==> src/rtl/aes256_cbc_pkcs7_pad_pkg.sv <==
// Shared sizes and helpers for the AES-256-CBC PKCS#7 pad stage.
// Byte counts are derived from the bit-length constants of the core.
package aes256_cbc_pkcs7_pad_pkg;

   localparam int AES256_KEY_LENGTH = 256;
   localparam int AES_BLOCK_SIZE    = 128;
   localparam int AES256_KEY_BYTES  = AES256_KEY_LENGTH / 8;
   localparam int AES_BLOCK_BYTES   = AES_BLOCK_SIZE / 8;

   localparam int KEY_BYTES   = AES256_KEY_BYTES;
   localparam int IV_BYTES    = AES_BLOCK_BYTES;
   localparam int BLOCK_BYTES = AES_BLOCK_BYTES;
   localparam int AXIS_WIDTH  = 8;

   localparam logic [5:0] HDR_LAST = 6'(KEY_BYTES + IV_BYTES - 1);

   function automatic logic [4:0] pad_len(input logic [3:0] blk);
      return 5'(BLOCK_BYTES) - {1'b0, blk};
   endfunction

endpackage

==> src/rtl/axis_if.sv <==
// Byte-wide AXI-Stream bundle with master/slave views.
// tkeep is a single bit because only 8-bit data is supported.
interface axis_if;
   import aes256_cbc_pkcs7_pad_pkg::*;

   logic [AXIS_WIDTH-1:0] tdata;
   logic                  tkeep;
   logic                  tlast;
   logic                  tuser;
   logic                  tvalid;
   logic                  tready;

   modport master (
      output tdata, tkeep, tlast, tuser, tvalid,
      input  tready
   );

   modport slave (
      input  tdata, tkeep, tlast, tuser, tvalid,
      output tready
   );

endinterface

==> src/rtl/aes_axis_out_reg.sv <==
// One-entry AXIS output register; accepts a load whenever ready_o is high.
// Contents hold stable while the downstream stalls.
module aes_axis_out_reg
   import aes256_cbc_pkcs7_pad_pkg::*;
(
   input  logic                  clk,
   input  logic                  rst,
   input  logic                  load_i,
   input  logic [AXIS_WIDTH-1:0] data_i,
   input  logic                  last_i,
   input  logic                  user_i,
   output logic                  ready_o,
   axis_if.master                m_axis
);

   logic                  valid_q, valid_d;
   logic                  keep_q, keep_d;
   logic                  last_q, last_d;
   logic                  user_q, user_d;
   logic [AXIS_WIDTH-1:0] data_q, data_d;

   assign ready_o = !valid_q | m_axis.tready;

   always_comb begin
      valid_d = valid_q;
      keep_d  = keep_q;
      last_d  = last_q;
      user_d  = user_q;
      data_d  = data_q;
      if (load_i) begin
         valid_d = 1'b1;
         keep_d  = 1'b1;
         last_d  = last_i;
         user_d  = user_i;
         data_d  = data_i;
      end else if (m_axis.tready) begin
         valid_d = 1'b0;
      end
   end

   always_ff @(posedge clk or posedge rst) begin
      if (rst) begin
         valid_q <= 1'b0;
         keep_q  <= 1'b0;
         last_q  <= 1'b0;
         user_q  <= 1'b0;
         data_q  <= '0;
      end else begin
         valid_q <= valid_d;
         keep_q  <= keep_d;
         last_q  <= last_d;
         user_q  <= user_d;
         data_q  <= data_d;
      end
   end

   assign m_axis.tvalid = valid_q;
   assign m_axis.tkeep  = keep_q;
   assign m_axis.tlast  = last_q;
   assign m_axis.tuser  = user_q;
   assign m_axis.tdata  = data_q;

endmodule

==> src/rtl/aes256_cbc_pkcs7_pad.sv <==
// Key/IV/payload pre-processor: PKCS#7-pads encrypt frames to whole blocks,
// passes decrypt frames through and flags payloads that are not block multiples.
module aes256_cbc_pkcs7_pad
   import aes256_cbc_pkcs7_pad_pkg::*;
(
   input  logic   clk,
   input  logic   rst,
   axis_if.slave  s_axis,
   axis_if.master m_axis,
   output logic   length_err
);

   typedef enum logic [2:0] {
      ST_HEADER  = 3'b001,
      ST_PAYLOAD = 3'b010,
      ST_PAD     = 3'b100
   } state_e;

   state_e                st_q, st_d;
   logic [5:0]            hdr_q, hdr_d;
   logic [3:0]            blk_q, blk_d;
   logic [4:0]            pad_q, pad_d;
   logic                  mode_q, mode_d;
   logic                  err_q, err_d;

   logic                  out_ready;
   logic                  in_acc;
   logic                  load;
   logic                  ld_last;
   logic                  ld_user;
   logic [AXIS_WIDTH-1:0] ld_data;
   logic [4:0]            pad_val;
   logic [3:0]            blk_inc;
   logic                  unused_tkeep;

   assign unused_tkeep   = s_axis.tkeep;
   assign s_axis.tready  = (st_q != ST_PAD) & out_ready;
   assign in_acc         = s_axis.tvalid & s_axis.tready;
   assign pad_val        = pad_len(blk_q);
   assign blk_inc        = blk_q + 4'd1;
   assign length_err     = err_q;

   always_comb begin
      st_d    = st_q;
      hdr_d   = hdr_q;
      blk_d   = blk_q;
      pad_d   = pad_q;
      mode_d  = mode_q;
      err_d   = 1'b0;
      load    = 1'b0;
      ld_data = s_axis.tdata;
      ld_last = 1'b0;
      ld_user = mode_q;
      unique case (st_q)
         ST_HEADER: begin
            if (in_acc) begin
               load = 1'b1;
               if (hdr_q == 6'd0) begin
                  mode_d  = s_axis.tuser;
                  ld_user = s_axis.tuser;
               end
               if (hdr_q == HDR_LAST) begin
                  hdr_d = 6'd0;
                  blk_d = 4'd0;
                  pad_d = 5'd0;
                  if (!s_axis.tlast) begin
                     st_d = ST_PAYLOAD;
                  end else if (mode_q) begin
                     st_d = ST_PAD;
                  end else begin
                     err_d = 1'b1;
                  end
               end else begin
                  hdr_d = hdr_q + 6'd1;
                  err_d = s_axis.tlast;
               end
            end
         end
         ST_PAYLOAD: begin
            if (in_acc) begin
               load  = 1'b1;
               blk_d = blk_inc;
               if (s_axis.tlast) begin
                  if (mode_q) begin
                     st_d = ST_PAD;
                  end else begin
                     ld_last = 1'b1;
                     st_d    = ST_HEADER;
                     err_d   = (blk_inc != 4'd0);
                  end
               end
            end
         end
         ST_PAD: begin
            // one pad byte per cycle while the output register can take it
            if (out_ready) begin
               load    = 1'b1;
               ld_data = {3'b000, pad_val};
               if (pad_q + 5'd1 == pad_val) begin
                  ld_last = 1'b1;
                  st_d    = ST_HEADER;
                  pad_d   = 5'd0;
                  blk_d   = 4'd0;
               end else begin
                  pad_d = pad_q + 5'd1;
               end
            end
         end
         default: ;
      endcase
   end

   always_ff @(posedge clk or posedge rst) begin
      if (rst) begin
         st_q   <= ST_HEADER;
         hdr_q  <= 6'd0;
         blk_q  <= 4'd0;
         pad_q  <= 5'd0;
         mode_q <= 1'b0;
         err_q  <= 1'b0;
      end else begin
         st_q   <= st_d;
         hdr_q  <= hdr_d;
         blk_q  <= blk_d;
         pad_q  <= pad_d;
         mode_q <= mode_d;
         err_q  <= err_d;
      end
   end

   aes_axis_out_reg u_out (
      .clk     (clk),
      .rst     (rst),
      .load_i  (load),
      .data_i  (ld_data),
      .last_i  (ld_last),
      .user_i  (ld_user),
      .ready_o (out_ready),
      .m_axis  (m_axis)
   );

endmodule

==> src/flat_wrapper.sv <==
// flat-port wrapper written by rule: the top's interface ports become plain ports
module aes256_cbc_pkcs7_pad_flat import aes256_cbc_pkcs7_pad_pkg::*;
  (clk, rst, length_err, s_axis_tdata, s_axis_tkeep, s_axis_tlast, s_axis_tuser, s_axis_tvalid, s_axis_tready, m_axis_tdata, m_axis_tkeep, m_axis_tlast, m_axis_tuser, m_axis_tvalid, m_axis_tready);
  axis_if s_axis_i ();
  axis_if m_axis_i ();
  input  logic clk;
  input  logic rst;
  output logic length_err;
  input wire logic [$bits(s_axis_i.tdata)-1:0] s_axis_tdata;
  input wire logic [$bits(s_axis_i.tkeep)-1:0] s_axis_tkeep;
  input wire logic [$bits(s_axis_i.tlast)-1:0] s_axis_tlast;
  input wire logic [$bits(s_axis_i.tuser)-1:0] s_axis_tuser;
  input wire logic [$bits(s_axis_i.tvalid)-1:0] s_axis_tvalid;
  output wire logic [$bits(s_axis_i.tready)-1:0] s_axis_tready;
  output wire logic [$bits(m_axis_i.tdata)-1:0] m_axis_tdata;
  output wire logic [$bits(m_axis_i.tkeep)-1:0] m_axis_tkeep;
  output wire logic [$bits(m_axis_i.tlast)-1:0] m_axis_tlast;
  output wire logic [$bits(m_axis_i.tuser)-1:0] m_axis_tuser;
  output wire logic [$bits(m_axis_i.tvalid)-1:0] m_axis_tvalid;
  input wire logic [$bits(m_axis_i.tready)-1:0] m_axis_tready;
  assign s_axis_i.tdata = s_axis_tdata;
  assign s_axis_i.tkeep = s_axis_tkeep;
  assign s_axis_i.tlast = s_axis_tlast;
  assign s_axis_i.tuser = s_axis_tuser;
  assign s_axis_i.tvalid = s_axis_tvalid;
  assign s_axis_tready = s_axis_i.tready;
  assign m_axis_tdata = m_axis_i.tdata;
  assign m_axis_tkeep = m_axis_i.tkeep;
  assign m_axis_tlast = m_axis_i.tlast;
  assign m_axis_tuser = m_axis_i.tuser;
  assign m_axis_tvalid = m_axis_i.tvalid;
  assign m_axis_i.tready = m_axis_tready;
  aes256_cbc_pkcs7_pad u_core (.clk(clk), .rst(rst), .s_axis(s_axis_i), .m_axis(m_axis_i), .length_err(length_err));
endmodule
==> config.mk <==
export PLATFORM = sky130hd
export DESIGN_NAME = aes256_cbc_pkcs7_pad_flat
export DESIGN_NICKNAME = d
export VERILOG_FILES = /design/src/rtl/aes256_cbc_pkcs7_pad_pkg.sv /design/src/rtl/axis_if.sv /design/src/rtl/aes_axis_out_reg.sv /design/src/rtl/aes256_cbc_pkcs7_pad.sv /design/src/flat_wrapper.sv
export SDC_FILE = /design/constraint.sdc
export NUM_CORES = 1
export LEC_CHECK = 0
export CORE_MARGIN = 10
export CORE_UTILIZATION = 48
export DETAILED_ROUTE_END_ITERATION = 16
export GPL_ROUTABILITY_DRIVEN = 0
export PLACE_DENSITY = 0.84
export SYNTH_ARGS = -nofsm -noshare
export SYNTH_HDL_FRONTEND = slang
export SYNTH_SLANG_ARGS = --single-unit
==> constraint.sdc <==
create_clock -name clk -period 1.9 [get_ports clk]
set_input_delay 0.285 -clock clk [delete_from_list [all_inputs] [get_ports clk]]
set_output_delay 0.285 -clock clk [all_outputs]
set_load 0.005 [all_outputs]
Word-level counts from Yosys, hierarchy flattened
Index checks and enable logic that the tools add are counted.
{ "word_totals": {"register_bits": 32, "latchBits": 0, "ram_bits": 0, "rom_bits": 0, "input_bits": 15, "output_inout_bits": 14, "word_cells": 86, "memories": 0} }
{ "op_classes": {"n_addsub": 4, "n_mul": 0, "n_div": 0, "magnitude_cmp": 0, "n_eq_ne": 13, "n_shift": 0, "n_mux": 44, "n_bitwise": 3, "reduce_logical": 11} }
{ "op_table": {"columns": ["operator", "n"], "rows": [
  ["$mux 3", 9],
  ["$mux 4", 5],
  ["$mux 5", 4],
  ["$mux 1", 17],
  ["$mux 8", 2],
  ["$pmux 4 s3", 1],
  ["$ne 2x1->1 const B", 5],
  ["$pmux 5 s2", 1],
  ["$pmux 3 s3", 1],
  ["$reduce_and 8->1", 1],
  ["$add 6x1->6 const B", 1],
  ["$eq 6x6->1 const B", 1],
  ["$logic_not 6->1", 1],
  ["$mux 6", 1],
  ["$pmux 1 s2", 3],
  ["$reduce_and 6->1", 1],
  ["$add 5x1->5 const B", 1],
  ["$eq 5x5->1", 1],
  ["$sub 5x4->5 const A", 1],
  ["$add 4x1->4 const B", 1],
  ["$reduce_and 4->1", 1],
  ["$reduce_bool 2->1", 2],
  ["$reduce_bool 4->1", 1],
  ["$eq 3x1->1 const B", 1],
  ["other kinds (11)", 12]
]} }

Depth between registers and ports, before layout
Gate-level depths: netlist of run 1.
{ "depth": {"word_depth": 7, "ltp_mapped": 9, "ltp_nobuf": 7} }

Hierarchy
From an unflattened synthesis of run 1, not the netlist that was laid out.
{ "unflattened": {"cells_unflattened": 182, "area_unflattened_um2": 1826.8} }
{ "by_module_without_submodules": {"columns": ["module", "instances", "cells_per_inst", "area_each_um2", "seq_area_each_um2"], "rows": [
  ["aes256_cbc_pkcs7_pad", 1, 155, 1350.0, 501.7],
  ["aes_axis_out_reg", 1, 27, 476.7, 300.3]
]} }

Worst setup path after synthesis of run 1
OpenSTA, ideal clock, no wires.
{ "synth_path": {"kind": "reg-to-reg", "start": "register u_core.blk_q[0]", "end": "register u_core.blk_q[2]", "setup_ps": 130, "arrival_time_ps": 1900, "required_ps": 1770, "path_slack_ps": -130, "path_stages_with_launch": 10, "path_buffers": 2, "synth_period_minus_slack_ps": 2030, "path_cell_list": "dfrtp_1 buf_2 inv_1 ha_1 nor3b_1 xnor3_1 o2111ai_2 buf_6 nor4_2 o22ai_1"} }
{ "synth_via": {"elab_chain_cells": 4, "word_cells_on_any_way": 7, "cone_classes": "2 x add/sub; 2 x eq/ne; 2 x mux; 1 x reduce/logical"} }
{ "synth_rtl": {"columns": ["item", "line", "rtl"], "rows": [
  ["start, declared", "aes256_cbc_pkcs7_pad.sv:21", "logic [3:0] blk_q, blk_d;"],
  ["start signal, assigned", "aes256_cbc_pkcs7_pad.sv:124", "blk_q <= blk_d;"],
  ["$sub 5x4->5", "aes256_cbc_pkcs7_pad_pkg.sv:18", "return 5'(BLOCK_BYTES) - {1'b0, blk};"],
  ["$eq 5x5->1", "aes256_cbc_pkcs7_pad.sv:99", "if (pad_q + 5'd1 == pad_val) begin"],
  ["$ne 2x1->1 (no line)", null, null],
  ["$reduce_and 6->1 (no line)", null, null]
]} }
Several ways; a longest one is shown, not always the timed one. The select of a mux whose other input is x is not followed.
A chain may end at the register's enable or synchronous reset.

Final worst setup path of run 1
{ "layout_path": {"start": "register u_core.blk_q[2]", "end": "register u_core.st_q[2]"} }
{ "layout_via": {"elab_chain_cells": 4} }
{ "layout_rtl": {"columns": ["item", "line", "rtl"], "rows": [
  ["$sub 5x4->5", "aes256_cbc_pkcs7_pad_pkg.sv:18", null],
  ["$eq 5x5->1", "aes256_cbc_pkcs7_pad.sv:99", null],
  ["$ne 2x1->1 (no line)", null, null],
  ["$reduce_and 8->1 (no line)", null, null],
  ["end signal, assigned", "aes256_cbc_pkcs7_pad.sv:122", "st_q <= st_d;"],
  ["end, declared", "aes256_cbc_pkcs7_pad.sv:19", "state_e st_q, st_d;"]
]} }
Every way passes these cells.

==> impl_metrics.json, run 1 <==
{
  "status": "complete, but fails checks",
  "violations": "negative setup slack",
  "setup_ws_ns": -0.0242,
  "arrival_ns": 2.15,
  "die_h_um": 81.9,
  "start_util": 0.499,
  "worstPathRequired_ns": 2.13,
  "clk_pin_slew_ns": 0.07,
  "io_pins": 29,
  "fin_nets": 278,
  "cts_made_buffers": 5,
  "drt-pass1-iter-count": 4,
  "switching_share": 0.375,
  "synth-seq-cells": 32,
  "numPlacedInstances": 298,
  "synth_compound_area_frac": 0.167,
  "pwr-share-clk": 0.176,
  "synth_top_family_by_area": "simple AND/OR/NAND/NOR gates",
  "fillers": 268,
  "fin_tns_setup_ns": -0.0502,
  "rsz0062_at_grt": "yes",
  "die-area_mm2": 0.00671,
  "num_vias": 1747,
  "viasPerCell": 5.69,
  "grt_pass1_vias": 1826,
  "synth_cells": 194,
  "num_rows": 22,
  "hold_viol": 0,
  "grt.total_usage": 0.158,
  "seq_area_um2": 803,
  "crit_path_start_kind": "flip-flop",
  "p_int_mw": 2.55,
  "synth-simple-area-share": 0.242,
  "max_slew_margin": 0.724,
  "ir_drop_mv": 0.806,
  "synthAdderAreaFrac": 0.0340,
  "hold_class": "in2async",
  "postSynthNetCount": 214,
  "synthTopCellsByArea": "dfrtp_1, nand2_1, nor2_1",
  "power_frac_comb": 0.541,
  "synth_mux_area_frac": 0.0347,
  "ant_nets": 0,
  "cap_violations": 0,
  "area_growth_syn_to_layout_pct": 44.0,
  "synth_flop_cell": "dfrtp_1",
  "worst_setup_path_end_kind": "flip-flop",
  "yosys.area.top_type": "dfrtp_1",
  "synth-xor-area-share": 0.0456,
  "finalSetupViolations": 4,
  "antenna_found_initial": 0,
  "post_dp_cell_area_mm2": 0.00241,
  "cts_hold_buf": 0,
  "clk_latency_ns": 0.29,
  "slew_viol_final": 0,
  "grt_overflow_total": 0,
  "final_cell_count_no_fill": 307,
  "multi_input_area_mm2": 0.00107,
  "powerDensity_mw_per_mm2": 1540,
  "design_area_mm2": 0.00265,
  "antenna_cells": 0,
  "grt_pass1_wl_um": 8220,
  "placeableCoreArea_mm2": 0.00369,
  "fin_crit_sh": 1.01,
  "tightest_slew_ns": 0.411,
  "synth_cell_types": 50,
  "criticalPathCategory": "reg2reg",
  "drc_errors": 0,
  "drive_gt1_frac": 0.290,
  "dp_hpwl_um": 3750,
  "synth_edf_count": 0,
  "synth_area_per_cell_um2": 9.48,
  "final_util": 0.718,
  "ys_top_cells_by_count": "dfrtp_1, nand2_1, nor2_1",
  "yosysMostFrequentCell": "dfrtp_1",
  "numPortBuffers": 27,
  "synth_top_area_frac": 0.422,
  "clock_path_buffers": 2,
  "p_leak_nw": 1.17,
  "first_iter_violations": 65,
  "htree_levels": 2,
  "critPathMaxFanout": 5,
  "cts_sinks": 32,
  "total_power_mw": 4.09,
  "fin_skew_ns": 0.0110,
  "dp_slack_ns": -0.113,
  "grt_max_degree": 33,
  "cts_root_buffer": "clkbuf_8",
  "period_minus_slack_ns": 1.92,
  "ys_warn_count": 0,
  "yosysSeqAreaShare": 0.436,
  "cts_tree": "yes",
  "whs_ns": 0.372,
  "max_freq_ghz": 0.520,
  "wire_per_inst_um": 16.9,
  "seqPwrFrac": 0.284,
  "power.switching_mw": 1.53,
  "syn_area_mm2": 0.00184,
  "postRouteWirelength_um": 5200,
  "dieWidth_um": 81.9,
  "synthArstFlopShare": 1.00
}
-- layer usage --
metal / vias up / GRT usage / routed length [µm]
met1: 863 / 0.175 / 2110
met4: 0 / 0.0731 / 85
li1: 827 / - / -
met2: 48 / 0.264 / 2630
met5: - / 0 / 0
met3: 9 / 0.0557 / 369
-- registers in the layout (all words and copies together), names as in the netlist --
register	count
u_core.u_out.m_axis.tlast	1
u_core.u_out.m_axis.tkeep	1
u_core.hdr_q	6
u_core.u_out.m_axis.tvalid	1
u_core.mode_q	1
u_core.u_out.m_axis.tdata	8
u_core.blk_q	4
u_core.st_q	3
u_core.pad_q	5
u_core.length_err	1
u_core.u_out.m_axis.tuser	1
-- final cells by class --
type | instances | area share
clock inverter | 1 | 0.0113
tap | 48 | 0.0227
inverter | 8 | 0.0113
timing repair buffer | 64 | 0.209
multi-input combinational | 147 | 0.406
clock buffer | 7 | 0.0364
sequential | 32 | 0.303
-- critical path, stage by stage (launching register included) --
cell and delay [ns]:
dfrtp_1 0.39, or4_4 0.56, and4_4 0.20, o2111ai_4 0.28
nand2b_1 0.23, o221a_2 0.20
-- cell families after synthesis --
| kind of cell | after synthesis |
|---|---|
| buf+inv | 15 |
| flops | 32 |
| simple gates | 86 |
| compound gates | 42 |
| fa+ha+maj | 5 |
| xor+xnor | 8 |
| mux | 6 |
-- power by group through the flow --
stage / sequential [mW] / clock (mW) / combinational (mW)
2_1_floorplan: 1.14 / 0 / 1.09
3_3_place_gp: 1.14 / 0 / 1.92
3_5_place_dp: 1.16 / 0 / 2.00
4_1_cts: 1.15 / 0.725 / 2.09
5_1_grt: 1.18 / 0.765 / 2.40
6_report: 1.16 / 0.718 / 2.21
-- worst paths after layout --
check                                                to  slack [ns]  cells past startpoint                       from
setup / recovery                         u_core.st_q[2]       -0.02                      5            u_core.blk_q[2]
hold / removal             u_core.u_out.m_axis.tdata[0]        0.37                      3                        rst
setup reg to reg                         u_core.st_q[2]       -0.02                      5            u_core.blk_q[2]
hold reg to reg               u_core.u_out.m_axis.tkeep        0.48                      1  u_core.u_out.m_axis.tkeep
max in group asynchronous                u_core.st_q[0]        1.20                      3                        rst
min in group clk              u_core.u_out.m_axis.tkeep        0.48                      1  u_core.u_out.m_axis.tkeep
-- placed cells by master, fill, tap and decap left out, types with 2 or more instances in the layout --
master	instances
ha_1	3
xnor2_1	3
nor2b_1	5
and3_1	2
o22ai_1	5
nand2_1	22
a21oi_2	2
dfrtp_1	30
clkdlybuf4s50_1	26
or3_1	2
nand2b_1	3
nor2_1	18
xor2_1	2
ha_2	2
buf_4	35
mux2_2	3
nand4_1	5
o221a_2	2
mux2i_1	3
inv_1	8
buf_6	2
nand3_1	10
o21ai_0	7
a21oi_1	3
a22o_1	4
o221ai_1	2
clkbuf_8	7
and2_1	3
-- repair_timing --
action / 4_1_cts / 5_1_grt
buffers inserted: 1 / 0
resized for setup: 6 / 18
endpoints found under the setup margin: 10 / 13
gates cloned: 0 / 0
pin swaps: 8 / 7
Power figures use the tool's default switching activity.
==> inputs of run 2 (changes only) <==
TNS_END_PERCENT = 1   (was default)
==> impl_metrics.json, run 2 (synthesis results as in run 1) <==
{
  "io_pins": 29,
  "cts_sinks": 32,
  "critPathMaxFanout": 5,
  "cts_hold_buf": 0,
  "final_common_cell": "buf_4",
  "ff2ff_path_depth": 5,
  "largest_register_ffs": 8,
  "final_cell_count_no_fill": 307,
  "ff2ff_setup_slack_ns": -0.02,
  "r2r_end": "u_core.st_q[2]",
  "r2r-start": "u_core.blk_q[2]",
  "rsz0062_at_grt": "yes",
  "max_freq_ghz": 0.521,
  "grt_max_degree": 33,
  "max_slew_margin": 0.725,
  "finalSetupViolations": 2,
  "dp_hpwl_um": 3750,
  "numPlacedInstances": 298,
  "crit_path_start_kind": "flip-flop",
  "hold_viol": 0,
  "antenna_found_initial": 0,
  "total_power_mw": 4.03,
  "mostFrequentLayoutCells": "buf_4, dfrtp_1, clkdlybuf4s50_1",
  "powerDensity_mw_per_mm2": 1550,
  "ant_nets": 0,
  "dieWidth_um": 81.9,
  "arrival_ns": 2.15,
  "drt-pass1-iter-count": 4,
  "period_minus_slack_ns": 1.92,
  "fin_skew_ns": 0.0101,
  "worst_setup_path_end_kind": "flip-flop",
  "die-area_mm2": 0.00671,
  "slowest_delay_ns": 0.56,
  "cts_root_buffer": "clkbuf_8",
  "cp_cell_sequence": "or4_4, and4_4, o2111ai_4, nand2b_1, o221a_2",
  "placeableCoreArea_mm2": 0.00369,
  "p_leak_nw": 1.16,
  "clk_latency_ns": 0.29,
  "viasPerCell": 5.70,
  "final_util": 0.707,
  "grt_overflow_total": 0,
  "start_util": 0.499,
  "status": "complete, but fails checks",
  "fin_nets": 278,
  "setup_ws_ns": -0.0194,
  "clk_pin_slew_ns": 0.07,
  "drc_errors": 0,
  "num_vias": 1749,
  "critPathLaunch": "u_core.blk_q[2]",
  "area_growth_syn_to_layout_pct": 41.8,
  "postRouteWirelength_um": 5130,
  "grt.total_usage": 0.158,
  "worstPathRequired_ns": 2.13,
  "path_delay_family": "simple AND/OR/NAND/NOR gates",
  "criticalPathCategory": "reg2reg",
  "clock_path_buffers": 2,
  "cap_violations": 0,
  "wire_per_inst_um": 16.7,
  "antenna_cells": 0,
  "grt_pass1_wl_um": 8220,
  "htree_levels": 2,
  "hold_class": "in2async",
  "fillers": 278,
  "cp.buffers_inverters": 0,
  "drive_gt1_frac": 0.263,
  "grt_pass1_vias": 1826,
  "die_h_um": 81.9,
  "ir_drop_mv": 0.789,
  "critPathSlowestCell": "or4_4",
  "cts_tree": "yes",
  "numPortBuffers": 27,
  "violations": "negative setup slack",
  "fin_crit_sh": 1.01,
  "num_rows": 22,
  "tightest_slew_ns": 0.409,
  "cts_made_buffers": 5,
  "whs_ns": 0.375,
  "slew_viol_final": 0,
  "first_iter_violations": 91
}
-- run 2: cell counts in the layout (fill, tap and decap cells not counted) --
No cell type changed its count.
-- run 2: cell type report --
cell class,count,area [µm²],share of cell area
Timing Repair Buffer,64,554,0.213
Clock buffer,7,96.3,0.0369
Sequential cell,32,803,0.308
Clock inverter,1,30.0,0.0115
Tap cell,48,60.1,0.0230
Inverter,8,30.0,0.0115
Multi-Input combinational cell,147,1030,0.396
-- run 2: how the worst max path moves through the flow --
stage	to	slack, ns	depth (start not counted)
detailed placement	u_core.u_out.m_axis.tuser	-0.11	6
finish	u_core.st_q[2]	-0.02	5
global placement	u_core.u_out.m_axis.tuser	-0.10	6
global route	u_core.blk_q[2]	-0.10	8
floorplan	u_core.blk_q[2]	-0.003	6
CTS	u_core.blk_q[2]	-0.08	6
-- run 2: per-stage QoR --
| step | setup TNS [ns] | setup WS (ns) | area, µm² |
|---|---|---|---|
| after floorplan | -0.00288 | -0.00288 | 1850 |
| after global placement | -0.365 | -0.101 | 2410 |
| after detailed placement | -0.755 | -0.113 | 2410 |
| after CTS | -0.171 | -0.0763 | 2570 |
| after global routing | -0.410 | -0.102 | 2610 |
| final | -0.0244 | -0.0194 | 2610 |
-- run 2: where the power goes --
part / total (mW) / internal [mW] / switching [mW]
Clock: 0.717 / 0.462 / 0.255
Sequential: 1.16 / 0.938 / 0.220
Combinational: 2.16 / 1.13 / 1.03
Total: 4.03 / 2.53 / 1.50
-- run 2: metal layers --
metal | routed length, µm | up-vias | GRT usage
met2 | 2540 | 56 | 0.264
li1 | - | 830 | -
met3 | 352 | 14 | 0.0557
met4 | 129 | 0 | 0.0731
met5 | 0 | - | 0
met1 | 2110 | 849 | 0.175
-- run 2: repair_timing --
action	CTS	global route
setup buffers	1	0
resized for setup	6	9
pin swaps	8	5
setup endpoints to repair	10	13
-- run 2: worst register-to-register path: cells and delay by family, from the launching register on --
kind            cells  cell delay, ns
compound gates      2            0.48
simple gates        3            0.99
flops               1            0.39
==> inputs of run 3 (changes only) <==
CORE_ASPECT_RATIO = 1.75   (was default)
CORE_UTILIZATION = 56   (was 48)
DONT_BUFFER_PORTS = 1   (was default)
PLACE_DENSITY = 0.83   (was 0.84)
clock period = 1.65 ns   (was 1.9 ns; I/O delays follow)
==> impl_metrics.json, run 3 (synthesis results as in run 1) <==
{
  "status": "complete, but fails checks",
  "violations": "negative setup slack",
  "fillers": 191,
  "finalSetupViolations": 14,
  "drt-pass1-iter-count": 4,
  "clk_pin_slew_ns": 0.07,
  "fin_tns_setup_ns": -2.94,
  "hold_class": "in2reg",
  "grt_pass1_wl_um": 9110,
  "largest_register_ffs": 8,
  "p_leak_nw": 1.13,
  "numPortBuffers": 0,
  "grt.total_usage": 0.189,
  "antenna_found_initial": 0,
  "slew_viol_final": 0,
  "critPathLaunch": "u_core.blk_q[1]",
  "crit_path_start_kind": "flip-flop",
  "postRouteWirelength_um": 5720,
  "crit_top_cell": "buf_4",
  "max_freq_ghz": 0.518,
  "mostFrequentLayoutCells": "buf_4, dfrtp_1, nand2_1",
  "post_dp_cell_area_mm2": 0.00223,
  "final_common_cell": "buf_4",
  "powerDensity_mw_per_mm2": 1860,
  "start_util": 0.585,
  "grt_max_degree": 33,
  "cts_sinks": 32,
  "hold_viol": 0,
  "criticalPathCategory": "reg2reg",
  "min_from": "s_axis_tlast",
  "fin_nets": 264,
  "slowest_delay_ns": 0.41,
  "drc_errors": 0,
  "setup_ws_ns": -0.282,
  "period_minus_slack_ns": 1.93,
  "r2r-start": "u_core.blk_q[1]",
  "antenna_cells": 0,
  "cts_root_buffer": "clkbuf_8",
  "placeableCoreArea_mm2": 0.00314,
  "viasPerCell": 6.20,
  "clk_latency_ns": 0.29,
  "die-area_mm2": 0.00607,
  "rsz0062_at_grt": "yes",
  "num_rows": 27,
  "io_pins": 29,
  "ant_nets": 0,
  "cap_violations": 0,
  "grt_pass1_vias": 1867,
  "die_h_um": 95.8,
  "num_vias": 1786,
  "htree_levels": 2,
  "critPathSlowestCell": "dfrtp_1",
  "max_slew_margin": 0.716,
  "dp_hpwl_um": 4130,
  "cp_cell_sequence": "buf_4, o31ai_2, buf_4, a22oi_2, o2111ai_4, buf_6, a31oi_2, mux2i_1",
  "ir_drop_mv": 1.10,
  "grt_overflow_total": 0,
  "wire_per_inst_um": 19.9,
  "drive_gt1_frac": 0.384,
  "worst_setup_path_end_kind": "flip-flop",
  "design_area_mm2": 0.00250,
  "cts_tree": "yes",
  "critPathMaxFanout": 8,
  "dieWidth_um": 63.3,
  "area_growth_syn_to_layout_pct": 35.9,
  "fin_crit_sh": 1.17,
  "worstPathRequired_ns": 1.87,
  "path_delay_family": "compound AO/OA/AOI/OAI gates",
  "tightest_slew_ns": 0.424,
  "arrival_ns": 2.15,
  "clock_path_buffers": 2,
  "fin_skew_ns": 0.00780,
  "cts_made_buffers": 5,
  "first_iter_violations": 137,
  "cp.buffers_inverters": 3
}
==> run 3: cell types whose count changed in the layout (fill, tap and decap cells not counted), sizes merged <==
cell,change
dlygate4sd2,-1
clkdlybuf4s50,-26
clkinv,+1
clkinvlp,+1
buf,+12
dlygate4sd3,+1
clkbuf,-2
==> run 3: what timing repair did <==
item / in CTS / in global routing
hold endpoints to repair: 31 / 0
pin swaps: 8 / 4
gates resized for setup: 16 / 14
buffers inserted: 0 / 1
setup endpoints to repair: 17 / 18
hold buffers: 1 / 0
==> run 3: final cells by class <==
cell class	count	area, µm²	share of cell area
Clock buffer	5	68.8	0.0275
Clock inverter	3	42.5	0.0170
Inverter	8	30.0	0.0120
Multi-Input combinational cell	147	1110	0.446
Sequential cell	32	805	0.322
Tap cell	43	53.8	0.0215
Timing Repair Buffer	50	385	0.154
==> run 3: per-layer routing <==
layer,vias up,GRT usage,share of wire
li1,804,-,-
met1,872,0.181,0.33
met2,79,0.355,0.56
met3,31,0.0395,0.060
met4,0,0.126,0.053
met5,-,0,0
==> run 3: where the power goes <==
part	internal [mW]	total (mW)	switching, mW
combinational	1.22	2.53	1.31
clock	0.447	0.768	0.321
sequential	1.08	1.34	0.259
total	2.75	4.64	1.89
==> run 3: final timing paths <==
kind | end | depth (start not counted) | slack, ns
max | u_core.pad_q[3] | 8 | -0.28
min | u_core.st_q[1] | 1 | 0.05
max reg2reg | u_core.pad_q[3] | 8 | -0.28
min reg2reg | u_core.u_out.m_axis.tkeep | 1 | 0.54
max in group asynchronous | u_core.st_q[0] | 3 | 0.84
min in group asynchronous | u_core.u_out.m_axis.tdata[3] | 3 | 0.48
==> run 3: through the flow <==
step | worst slack, ns | util | hold WS [ns] | total power, mW | cells
final | -0.282 | 0.795 | 0.0537 | 4.64 | 288
after global routing | -0.405 | 0.795 | 0.0564 | 4.91 | 288
after CTS | -0.252 | 0.774 | 0.0558 | 4.46 | 287
after detailed placement | -0.299 | 0.710 | 0.248 | 3.52 | 278
after global placement | -0.200 | 0.710 | 0.240 | 3.39 | 278
after floorplan | -0.243 | - | 0.337 | 2.57 | 194
==> run 3: worst register-to-register path, delay by kind of cell (launching register included) <==
kind	cells	cell delay [ns]
buffers and inverters	3	0.54
multiplexers	1	0.14
AO/OA/AOI/OAI	4	0.79
flip-flops	1	0.41
